$ cat config.mk
export PLATFORM = sky130hd
export DESIGN_NAME = niski_dut
export DESIGN_NICKNAME = d
export VERILOG_FILES = /design/src/rtl/niski_dut.sv
export SDC_FILE = /design/constraint.sdc
export NUM_CORES = 1
export LEC_CHECK = 0
export ABC_AREA = 1
export BUFFER_PORTS_ARGS = -buffer_cell sky130_fd_sc_hd__buf_2
export CELL_PAD_IN_SITES_DETAIL_PLACEMENT = 1
export CELL_PAD_IN_SITES_GLOBAL_PLACEMENT = 2
export CORE_ASPECT_RATIO = 1.25
export CORE_MARGIN = 4
export CORE_UTILIZATION = 35
export DETAILED_ROUTE_END_ITERATION = 16
export PLACE_DENSITY = 0.86
export SLEW_MARGIN = 20
export SYNTH_ARGS = -nofsm -noshare
export SYNTH_HDL_FRONTEND = slang
export SYNTH_SLANG_ARGS = --single-unit
$ cat constraint.sdc
create_clock -name CLK_PIN -period 3.4 [get_ports CLK_PIN]
set_input_delay 0.51 -clock CLK_PIN [delete_from_list [all_inputs] [get_ports CLK_PIN]]
set_output_delay 0.51 -clock CLK_PIN [all_outputs]
set_load 0.05 [all_outputs]
$ cat src/rtl/niski_dut.sv
`default_nettype none
// +----------------------------------------------------------------------------+
// | Module   : niski_dut                                                       |
// | Desc     : Board bring-up block: button sync/LEDs, 32-bit step counter on  |
// |            a 4-digit 7-seg display, optional HD44780 init (NISKI_LCD_EN).  |
// | Revision : 1.0                                                             |
// +----------------------------------------------------------------------------+
module niski_dut #(
    parameter logic [31:0] RESET_PC    = 32'h4000_0000,
    parameter logic [31:0] END_ADDR    = 32'h4000_0538,
    parameter int          REFRESH_DIV = 16,
    parameter int          LCD_DELAY   = 16,
    parameter int          E_CYCLES    = 4
) (
    input  logic       CLK_PIN,
    input  logic [4:0] BTN_PINS,
    output logic [3:0] LED_PINS,
    output logic [6:0] SEVSEG_SEG_PINS,
    output logic [3:0] SEVSEG_SEL_PINS,
    output logic       LCD_RS_PIN,
    output logic       LCD_RW_PIN,
    output logic       LCD_E_PIN,
    output logic [7:0] LCD_DATA_PINS
);

    localparam int c_DIV_W = (REFRESH_DIV > 1) ? $clog2(REFRESH_DIV) : 1;

    generate
        if (REFRESH_DIV < 2 || LCD_DELAY < 1 || E_CYCLES < 1 ||
            LCD_DELAY > 65535 || E_CYCLES > 65535) begin : g_bad_cfg
            $error("niski_dut: timing parameters out of range");
        end
    endgenerate

    // Reset asserts asynchronously from the pin, deasserts on a clock edge.
    logic       w_rst_pin_n;
    logic [1:0] r_rst_sync;
    logic       w_rst_n;

    assign w_rst_pin_n = BTN_PINS[4];

    always_ff @(posedge CLK_PIN or negedge w_rst_pin_n) begin
        if (!w_rst_pin_n) r_rst_sync <= 2'b00;
        else              r_rst_sync <= {r_rst_sync[0], 1'b1};
    end

    assign w_rst_n = r_rst_sync[1];

    logic [3:0] r_btn_meta;
    logic [3:0] r_btn_sync;

    always_ff @(posedge CLK_PIN or negedge w_rst_n) begin
        if (!w_rst_n) begin
            r_btn_meta <= 4'hF;
            r_btn_sync <= 4'hF;
        end else begin
            r_btn_meta <= BTN_PINS[3:0];
            r_btn_sync <= r_btn_meta;
        end
    end

    assign LED_PINS = ~r_btn_sync;

    logic [31:0] r_pc;

    always_ff @(posedge CLK_PIN or negedge w_rst_n) begin
        if (!w_rst_n)                               r_pc <= RESET_PC;
        else if (r_btn_sync[3] && r_pc != END_ADDR) r_pc <= r_pc + 32'd4;
    end

    logic [c_DIV_W-1:0] r_div;
    logic [1:0]         r_digit;

    always_ff @(posedge CLK_PIN or negedge w_rst_n) begin
        if (!w_rst_n) begin
            r_div   <= '0;
            r_digit <= 2'd0;
        end else if (r_div == c_DIV_W'(REFRESH_DIV - 1)) begin
            r_div   <= '0;
            r_digit <= r_digit + 2'd1;
        end else begin
            r_div   <= r_div + 1'b1;
        end
    end

    logic [3:0] w_nibble;
    logic [6:0] w_seg;
    logic [3:0] w_sel;

    always_comb begin
        w_nibble = r_pc[3:0];
        case (r_digit)
            2'd0:    w_nibble = r_pc[3:0];
            2'd1:    w_nibble = r_pc[7:4];
            2'd2:    w_nibble = r_pc[11:8];
            default: w_nibble = r_pc[15:12];
        endcase
    end

    // Active-low segments, {g,f,e,d,c,b,a}.
    always_comb begin
        w_seg = 7'b1111111;
        case (w_nibble)
            4'h0: w_seg = 7'b1000000;
            4'h1: w_seg = 7'b1111001;
            4'h2: w_seg = 7'b0100100;
            4'h3: w_seg = 7'b0110000;
            4'h4: w_seg = 7'b0011001;
            4'h5: w_seg = 7'b0010010;
            4'h6: w_seg = 7'b0000010;
            4'h7: w_seg = 7'b1111000;
            4'h8: w_seg = 7'b0000000;
            4'h9: w_seg = 7'b0010000;
            4'hA: w_seg = 7'b0001000;
            4'hB: w_seg = 7'b0000011;
            4'hC: w_seg = 7'b1000110;
            4'hD: w_seg = 7'b0100001;
            4'hE: w_seg = 7'b0000110;
            default: w_seg = 7'b0001110;
        endcase
    end

    always_comb begin
        w_sel          = 4'b1111;
        w_sel[r_digit] = 1'b0;
    end

    assign SEVSEG_SEG_PINS = w_seg;
    assign SEVSEG_SEL_PINS = w_sel;
    assign LCD_RW_PIN      = 1'b0;

`ifdef NISKI_LCD_EN
    localparam logic [2:0] c_ST_PWR_WAIT = 3'd0;
    localparam logic [2:0] c_ST_SETUP    = 3'd1;
    localparam logic [2:0] c_ST_PULSE    = 3'd2;
    localparam logic [2:0] c_ST_HOLD     = 3'd3;
    localparam logic [2:0] c_ST_DONE     = 3'd4;

    logic [2:0]  r_lcd_state;
    logic [15:0] r_lcd_cnt;
    logic [1:0]  r_cmd_idx;
    logic        r_lcd_e;
    logic        r_lcd_rs;
    logic [7:0]  r_lcd_data;

    function automatic logic [7:0] f_cmd(input logic [1:0] idx);
        case (idx)
            2'd0:    f_cmd = 8'h38;
            2'd1:    f_cmd = 8'h0C;
            2'd2:    f_cmd = 8'h06;
            default: f_cmd = 8'h01;
        endcase
    endfunction

    // Data/RS are loaded on entry to SETUP and only change on leaving HOLD.
    always_ff @(posedge CLK_PIN or negedge w_rst_n) begin
        if (!w_rst_n) begin
            r_lcd_state <= c_ST_PWR_WAIT;
            r_lcd_cnt   <= 16'd0;
            r_cmd_idx   <= 2'd0;
            r_lcd_e     <= 1'b0;
            r_lcd_rs    <= 1'b0;
            r_lcd_data  <= 8'h00;
        end else begin
            case (r_lcd_state)
                c_ST_PWR_WAIT: begin
                    if (r_lcd_cnt == 16'(LCD_DELAY - 1)) begin
                        r_lcd_cnt   <= 16'd0;
                        r_cmd_idx   <= 2'd0;
                        r_lcd_rs    <= 1'b0;
                        r_lcd_data  <= f_cmd(2'd0);
                        r_lcd_state <= c_ST_SETUP;
                    end else begin
                        r_lcd_cnt <= r_lcd_cnt + 16'd1;
                    end
                end
                c_ST_SETUP: begin
                    r_lcd_e     <= 1'b1;
                    r_lcd_cnt   <= 16'd0;
                    r_lcd_state <= c_ST_PULSE;
                end
                c_ST_PULSE: begin
                    if (r_lcd_cnt == 16'(E_CYCLES - 1)) begin
                        r_lcd_e     <= 1'b0;
                        r_lcd_cnt   <= 16'd0;
                        r_lcd_state <= c_ST_HOLD;
                    end else begin
                        r_lcd_cnt <= r_lcd_cnt + 16'd1;
                    end
                end
                c_ST_HOLD: begin
                    if (r_lcd_cnt == 16'(LCD_DELAY - 1)) begin
                        r_lcd_cnt <= 16'd0;
                        if (r_cmd_idx == 2'd3) begin
                            r_lcd_rs    <= 1'b0;
                            r_lcd_data  <= 8'h00;
                            r_lcd_state <= c_ST_DONE;
                        end else begin
                            r_cmd_idx   <= r_cmd_idx + 2'd1;
                            r_lcd_data  <= f_cmd(r_cmd_idx + 2'd1);
                            r_lcd_state <= c_ST_SETUP;
                        end
                    end else begin
                        r_lcd_cnt <= r_lcd_cnt + 16'd1;
                    end
                end
                c_ST_DONE: begin
                    r_lcd_e    <= 1'b0;
                    r_lcd_rs   <= 1'b0;
                    r_lcd_data <= 8'h00;
                end
                default: begin
                    r_lcd_e     <= 1'b0;
                    r_lcd_cnt   <= 16'd0;
                    r_lcd_state <= c_ST_PWR_WAIT;
                end
            endcase
        end
    end

    assign LCD_E_PIN     = r_lcd_e;
    assign LCD_RS_PIN    = r_lcd_rs;
    assign LCD_DATA_PINS = r_lcd_data;
`else
    assign LCD_E_PIN     = 1'b0;
    assign LCD_RS_PIN    = 1'b0;
    assign LCD_DATA_PINS = 8'h00;
`endif

endmodule
`default_nettype wire

==> summary.txt, run 1 <==
GRT
  • Initial antenna violation count: 0
  • Largest net degree at the start of global routing: 45
  • Met3 usage: 2.683%
  • GR peak layer: met2
  • Vias in the first global route: 3,066
  • Grt ovf: 0
  • Tot GR Track Use: between 10% and 20%
  • Met2 GRT Util: between 30 and 40%
  • GRT met1 Usage: 18.57%
  • First-pass GRT wire length: 14,290 um

Cells and area
  • Most common cell after layout, fill and taps aside: nand2_1
  • Diode count: 0
  • P&R area growth vs syn: 7.644%
  • Final net count: 529
  • Most frequent cells in the layout: nand2_1 (232), nor2_1 (59), inv_1 (50)
  • Final Util: 39.26%
  • Share of layout cells above drive strength 1: 10.00%

Flow run
  • Max cap viols: 0

Floorplanning
  • Die Wd: 93.63 um
  • Rows: 38
  • Core area: 8796 um^2
  • I/O Pins: 32
  • Die ar.: roughly 11,000 um^2
  • Starting Density: 36.47%
  • Die Ht: between 100 and 150 um

Clocking
  • TritonCTS Buffers: 5
  • Clk_lat worst skew: approximately 0.32 ns
  • CTS tree: yes
  • CTS Sinks: between 40 and 50
  • CTS Root Cell: clkbuf_8
  • CTS clk-pin slew, worst paths: 0.10 ns
  • Clk buf depth: 2
  • CTS H-Tree Depth: 2

Timing
  • Period utilization: 90.60%
  • Finish-stage setup viols: 0
  • Max-slew headroom: 44.19%
  • Period minus WS final: 3.080 ns
  • Worst Skew: ~0.0074 ns
  • Total Neg Setup Slack: 0 ns
  • Worst-Margin Slew: between 0.8 and 0.9 ns
  • Unrepaired setup endpoints after global routing: false
  • Final hold vios: 0
  • Achievable Freq: around 320 MHz
  • Slew Limit Fails: 0

Worst hold path
  • Hold Crit Depth: 1
  • Hold Path End: r_btn_meta[3]
  • Hold Path Class: in -> reg
  • Hold wc startpoint: BTN_PINS[3]

Detailed routing
  • Remaining DRCs: 0
  • Vias/cell: 4.625
  • DR pass1 iterations: 4
  • Antenna Nets Post-Route: 0
  • Routed WL: 8220 um
  • Routed length per placed instance: 13.05 um
  • Initial DRC Count: 66
  • Vias post-DR: 2,914

Place
  • Final HPWL DP: 6251 um
  • Port Buffers: 20
  • Routability Congestion: a little over 0.8

Worst setup path
  • FF-to-FF path depth: 8
  • Setup CP Type: reg -> out
  • Critical path, cell by cell: inv_1, ha_1, nand2_1, nand2_1, nand2_1, o21ai_0, inv_1, ha_1, nand2_1, o21ai_1, buf_2
  • Critical Path RT: approximately 2.9 ns
  • Critical path capture point type: primary output
  • Crit start category: flip-flop
  • Worst path max stage delay: ~0.43 ns
  • CP max FO: 5
  • Most frequent CP cell: nand2_1
  • Worst Path Arrival: 2.57 ns
  • FF-to-FF End: r_pc[4]
  • Reg2reg start: r_pc[2]
  • Slowest CP cell: dfrtp_1
  • Critical path startpoint: r_digit[0]
  • Delay-heaviest family, CP: buffers and inverters
  • Reg2Reg Setup Slack: 1.32 ns
  • CP bufs+invs: 3

Synth
  • Cells after synthesis: approximately 500
  • Post-Syn Area: 3208 um^2
  • Yosys reg bits: 46
  • Top post-synthesis cells by area: dfrtp_1 (29%), nand2_1 (27%), dfstp_2 (7.4%)
  • Area share of the largest cell type after synthesis: 28.86%
  • Syn Area/Cell: 6.587 um^2
  • Synth cell types: 26
  • Sequential element share of the synthesized area: a little over a third
  • Post-synth top area cell: dfrtp_1
  • Synth Warn #: 0

Pwr
  • Flop pwr share: a little under three fifths
  • P_sw: ~0.00038 W
  • Max IR drop VDD: around 0.13 mV
  • Clk network pwr share: 31.8%
  • Int Pwr: 0.0007712 W
  • Pleak: approximately 1.8 nW
  • Gate power share: 12.3%
  • Switching share of power: between 30% and 40%
  • PwrDens: 334.1 nW/um^2

Run status
  • Status: completed
-- final cells by class --
type / count / area, um^2
fill: 1199 / 5343
multi-input combinational: 382 / 1730
sequential: 46 / 1166
inverter: 52 / 195.2
tap: 120 / 150.1
timing repair buffer: 22 / 117.6
clock buffer: 5 / 68.82
clock inverter: 3 / 25.02
-- Yosys cell counts, drive strengths merged --
master,n
o21ai,10
a21oi,1
xor2,10
nor2,62
nand3,28
ha,14
or2,1
xnor2,3
nand4,3
dfstp,9
dfrtp,37
clkbuf,3
inv,52
conb,2
o21a,1
nand2,236
o22ai,1
buf,14
-- power groups by stage --
stage / registers, W / logic (W) / clock network [W]
global placement: 0.000654 / 0.000138 / 0
finish: 0.000645 / 0.000142 / 0.000366
CTS: 0.000647 / 0.000146 / 0.000388
global route: 0.000655 / 0.000158 / 0.000408
floorplan: 0.000631 / 0.000132 / 0
detailed placement: 0.000655 / 0.000144 / 0
-- kinds of logic (layout without fill, tap and decap cells) --
family / Yosys count / count (layout) / share of synthesized area, %
AND/OR/NAND/NOR: 330 / 330 / 40.72
buffers and inverters: 69 / 82 / 11.00
flip-flops: 46 / 46 / 36.23
adder cells (fa/ha/maj): 14 / 14 / 5.460
AO/OA/AOI/OAI: 13 / 13 / 2.808
XOR/XNOR: 13 / 13 / 3.549
other: 2 / 12 / 0.2341
-- worst max path at each step --
stage / end / depth (start not counted) / slack, ns
finish: SEVSEG_SEG_PINS[1] / 11 / 0.32
global route: SEVSEG_SEG_PINS[5] / 14 / 0.14
CTS: SEVSEG_SEG_PINS[3] / 12 / 0.31
detailed placement: SEVSEG_SEG_PINS[3] / 12 / 0.68
global placement: SEVSEG_SEG_PINS[3] / 12 / 0.80
floorplan: SEVSEG_SEG_PINS[2] / 10 / 0.42
-- per-layer routing --
layer  up-vias  part of all wire [%]
met2        26                    53
met3        10                   2.0
met4         0                   1.5
met1      1387                    43
met5         -                     0
li1       1491                     -
-- through the flow --
stage	instances	hold WS [ns]	total power [W]	worst slack (ns)	instance area [um^2]
final	630	0.2795	0.001154	0.3196	3453
after global routing	630	0.2604	0.001221	0.1405	3453
after CTS	630	0.2628	0.001181	0.3116	3451
after detailed placement	621	0.2968	0.0007992	0.6776	3347
after global placement	621	0.2952	0.0007921	0.8031	3347
after floorplan	497	0.2144	0.0007639	0.4155	3246
-- repair_timing --
item / in CTS / in global routing
setup buffers: 0 / 0
hold buffers: 1 / 0
resized for setup: 0 / 0
hold endpoints to repair: 2 / 0
-- state kept, by name, summed over array words and instances, names as in the netlist --
register    flops
r_btn_meta      4
r_pc           30
r_div           4
r_digit         2
r_rst_sync      2
r_btn_sync      4
Power figures use the tool's default switching activity.
==> inputs of run 2 (changes only) <==
==> constraint.sdc (replaced) <==
create_clock -name CLK_PIN -period 3.63 [get_ports CLK_PIN]
set_input_delay 0.5445 -clock CLK_PIN [delete_from_list [all_inputs] [get_ports CLK_PIN]]
set_output_delay 0.5445 -clock CLK_PIN [all_outputs]
set_load 0.05 [all_outputs]
==> summary.txt, run 2 (synthesis results as in run 1) <==
GRT
  • Vias in the first global route: 3,057
  • First-pass GRT wire length: 14,250 um
  • Initial antenna violation count: 0
  • Tot GR Track Use: 16.74%
  • Largest net degree at the start of global routing: 45
  • Grt ovf: 0

Clocking
  • Number of gates resized after CTS: 0
  • Clk buf depth: 2
  • CTS H-Tree Depth: 2
  • CTS Sinks: 46
  • TritonCTS Buffers: 5
  • CTS Root Cell: clkbuf_8
  • CTS clk-pin slew, worst paths: 0.10 ns
  • Clk_lat worst skew: between 0.3 and 0.4 ns
  • CTS tree: yes

Timing
  • Period minus WS final: 3.118 ns
  • Worst Skew: 0.01550 ns
  • Achievable Freq: 320.7 MHz
  • Max-slew headroom: 43.10%
  • Slew Limit Fails: 0
  • Worst-Margin Slew: 0.8503 ns
  • Final hold vios: 0
  • Total Neg Setup Slack: 0 ns
  • Finish-stage setup viols: 0
  • Period utilization: 85.90%
  • Unrepaired setup endpoints after global routing: false

Pwr
  • Flop pwr share: between 50% and 60%
  • PwrDens: approximately 310 nW/um^2
  • Gate power share: between 10% and 20%
  • Pleak: 1.766 nW
  • Clk network pwr share: 31.3%
  • P_sw: about 0.00035 W
  • Switching share of power: between 30% and 40%
  • Int Pwr: 0.0007210 W
  • Max IR drop VDD: 0.1287 mV

Detailed routing
  • Remaining DRCs: 0
  • Initial DRC Count: 93
  • DR pass1 iterations: 5
  • Routed length per placed instance: between 10 and 15 um
  • Vias/cell: ~4.5
  • Antenna Nets Post-Route: 0
  • Vias post-DR: 2,848
  • Routed WL: just over 8000 um

Cells and area
  • Diode count: 0
  • Finished Cell Area: ~3500 um^2
  • Final net count: 529
  • Fillcell total: 1,176
  • P&R area growth vs syn: 7.605%
  • Multi-input logic area: around 1700 um^2
  • Biggest register: r_pc
  • Largest register FFs: 30
  • Most common cell after layout, fill and taps aside: nand2_1
  • Share of layout cells above drive strength 1: 10.00%
  • Most frequent cells in the layout: nand2_1 (232), nor2_1 (59), inv_1 (50)
  • Register Area: 1166 um^2

Worst setup path
  • Slowest CP cell: dfrtp_1
  • Critical path capture point type: primary output
  • Critical Path RT: 3.09 ns
  • CP bufs+invs: 3
  • Most frequent CP cell: nand2_1
  • Worst Path Arrival: 2.57 ns
  • Crit start category: flip-flop
  • Worst path max stage delay: 0.43 ns
  • Setup CP Type: reg -> out
  • CP max FO: 5
  • Critical path, cell by cell: inv_1, ha_1, nand2_1, nand2_1, nand2_1, o21ai_0, inv_1, ha_1, nand2_1, o21ai_1, buf_2
  • Delay-heaviest family, CP: buffers and inverters

Run status
  • Status: completed

Floorplanning
  • Die Ht: around 120 um
  • Rows: 38
  • Die Wd: 93.63 um
  • Starting Density: 36.47%
  • I/O Pins: 32
  • Die ar.: about 11,000 um^2
  • Core area: 8796 um^2

Worst hold path
  • Hold Path Class: in -> reg

Place
  • Final HPWL DP: 6313 um
  • Port Buffers: 20
  • Routability Congestion: 0.8118
  • DP Area: 3347 um^2

Flow run
  • Max cap viols: 0
==> run 2: changes by cell type in the layout (fill, tap and decap cells not counted), sizes merged <==
cell / delta
clkinv: -1
clkinvlp: +1
==> run 2: path summary, 6_finish.rpt <==
check	from	to	slack, ns	cells past startpoint
max	r_digit[0]	SEVSEG_SEG_PINS[1]	0.51	11
min	BTN_PINS[3]	r_btn_meta[3]	0.32	1
max reg2reg	r_pc[2]	r_pc[4]	1.54	8
min reg2reg	r_rst_sync[1]	r_pc[21]	0.35	0
max in group asynchronous	r_rst_sync[1]	r_pc[24]	2.87	0
min in group asynchronous	r_rst_sync[1]	r_pc[21]	0.35	0
==> run 2: power by group through the flow <==
| stage | clock, W | combinational [W] | sequential [W] |
|---|---|---|---|
| after floorplan | 0 | 0.000124 | 0.000591 |
| final | 0.000336 | 0.000135 | 0.000602 |
| after detailed placement | 0 | 0.000134 | 0.000614 |
| after global routing | 0.000376 | 0.000151 | 0.000612 |
| after CTS | 0.000354 | 0.000138 | 0.000604 |
| after global placement | 0 | 0.000129 | 0.000613 |
==> run 2: area by class of cell <==
type                       instances  area share [%]
timing repair buffer              22           3.407
tap                              120           4.349
inverter                          52           5.654
sequential                        46           33.78
multi-input combinational        382           50.13
clock inverter                     3          0.6887
clock buffer                       5           1.993
==> run 2: metrics by stage <==
step	util, %	total power (W)	setup WS [ns]	hold WS (ns)	instances
6_report	39.25	0.001073	0.5119	0.3193	630
5_1_grt	39.25	0.001139	0.2402	0.2978	630
4_1_cts	39.22	0.001096	0.4723	0.3080	630
3_5_place_dp	38.05	0.0007473	0.8427	0.3342	621
3_3_place_gp	38.05	0.0007420	0.9995	0.3296	621
2_1_floorplan	-	0.0007155	0.6110	0.2489	497
==> run 2: metal layers <==
layer	wire (um)	global-route usage, %	share of wire, %	up-vias
li1	-	-	-	1486
met1	3597	18.47	44	1327
met2	4375	32.63	53	25
met3	153	2.356	1.9	10
met4	116	5.202	1.4	0
met5	0	0	0	-
==> run 2: worst register-to-register path: cells and delay by family (launching register included) <==
kind	cells	cell delay (ns)
AND/OR/NAND/NOR	5	0.55
buffers and inverters	1	0.14
flip-flops	1	0.49
adder cells (fa/ha/maj)	1	0.19
AO/OA/AOI/OAI	1	0.67
==> run 2: timing repair <==
item	CTS	global route
hold endpoints to repair	2	0
hold buffers	1	0
buffers inserted	0	0
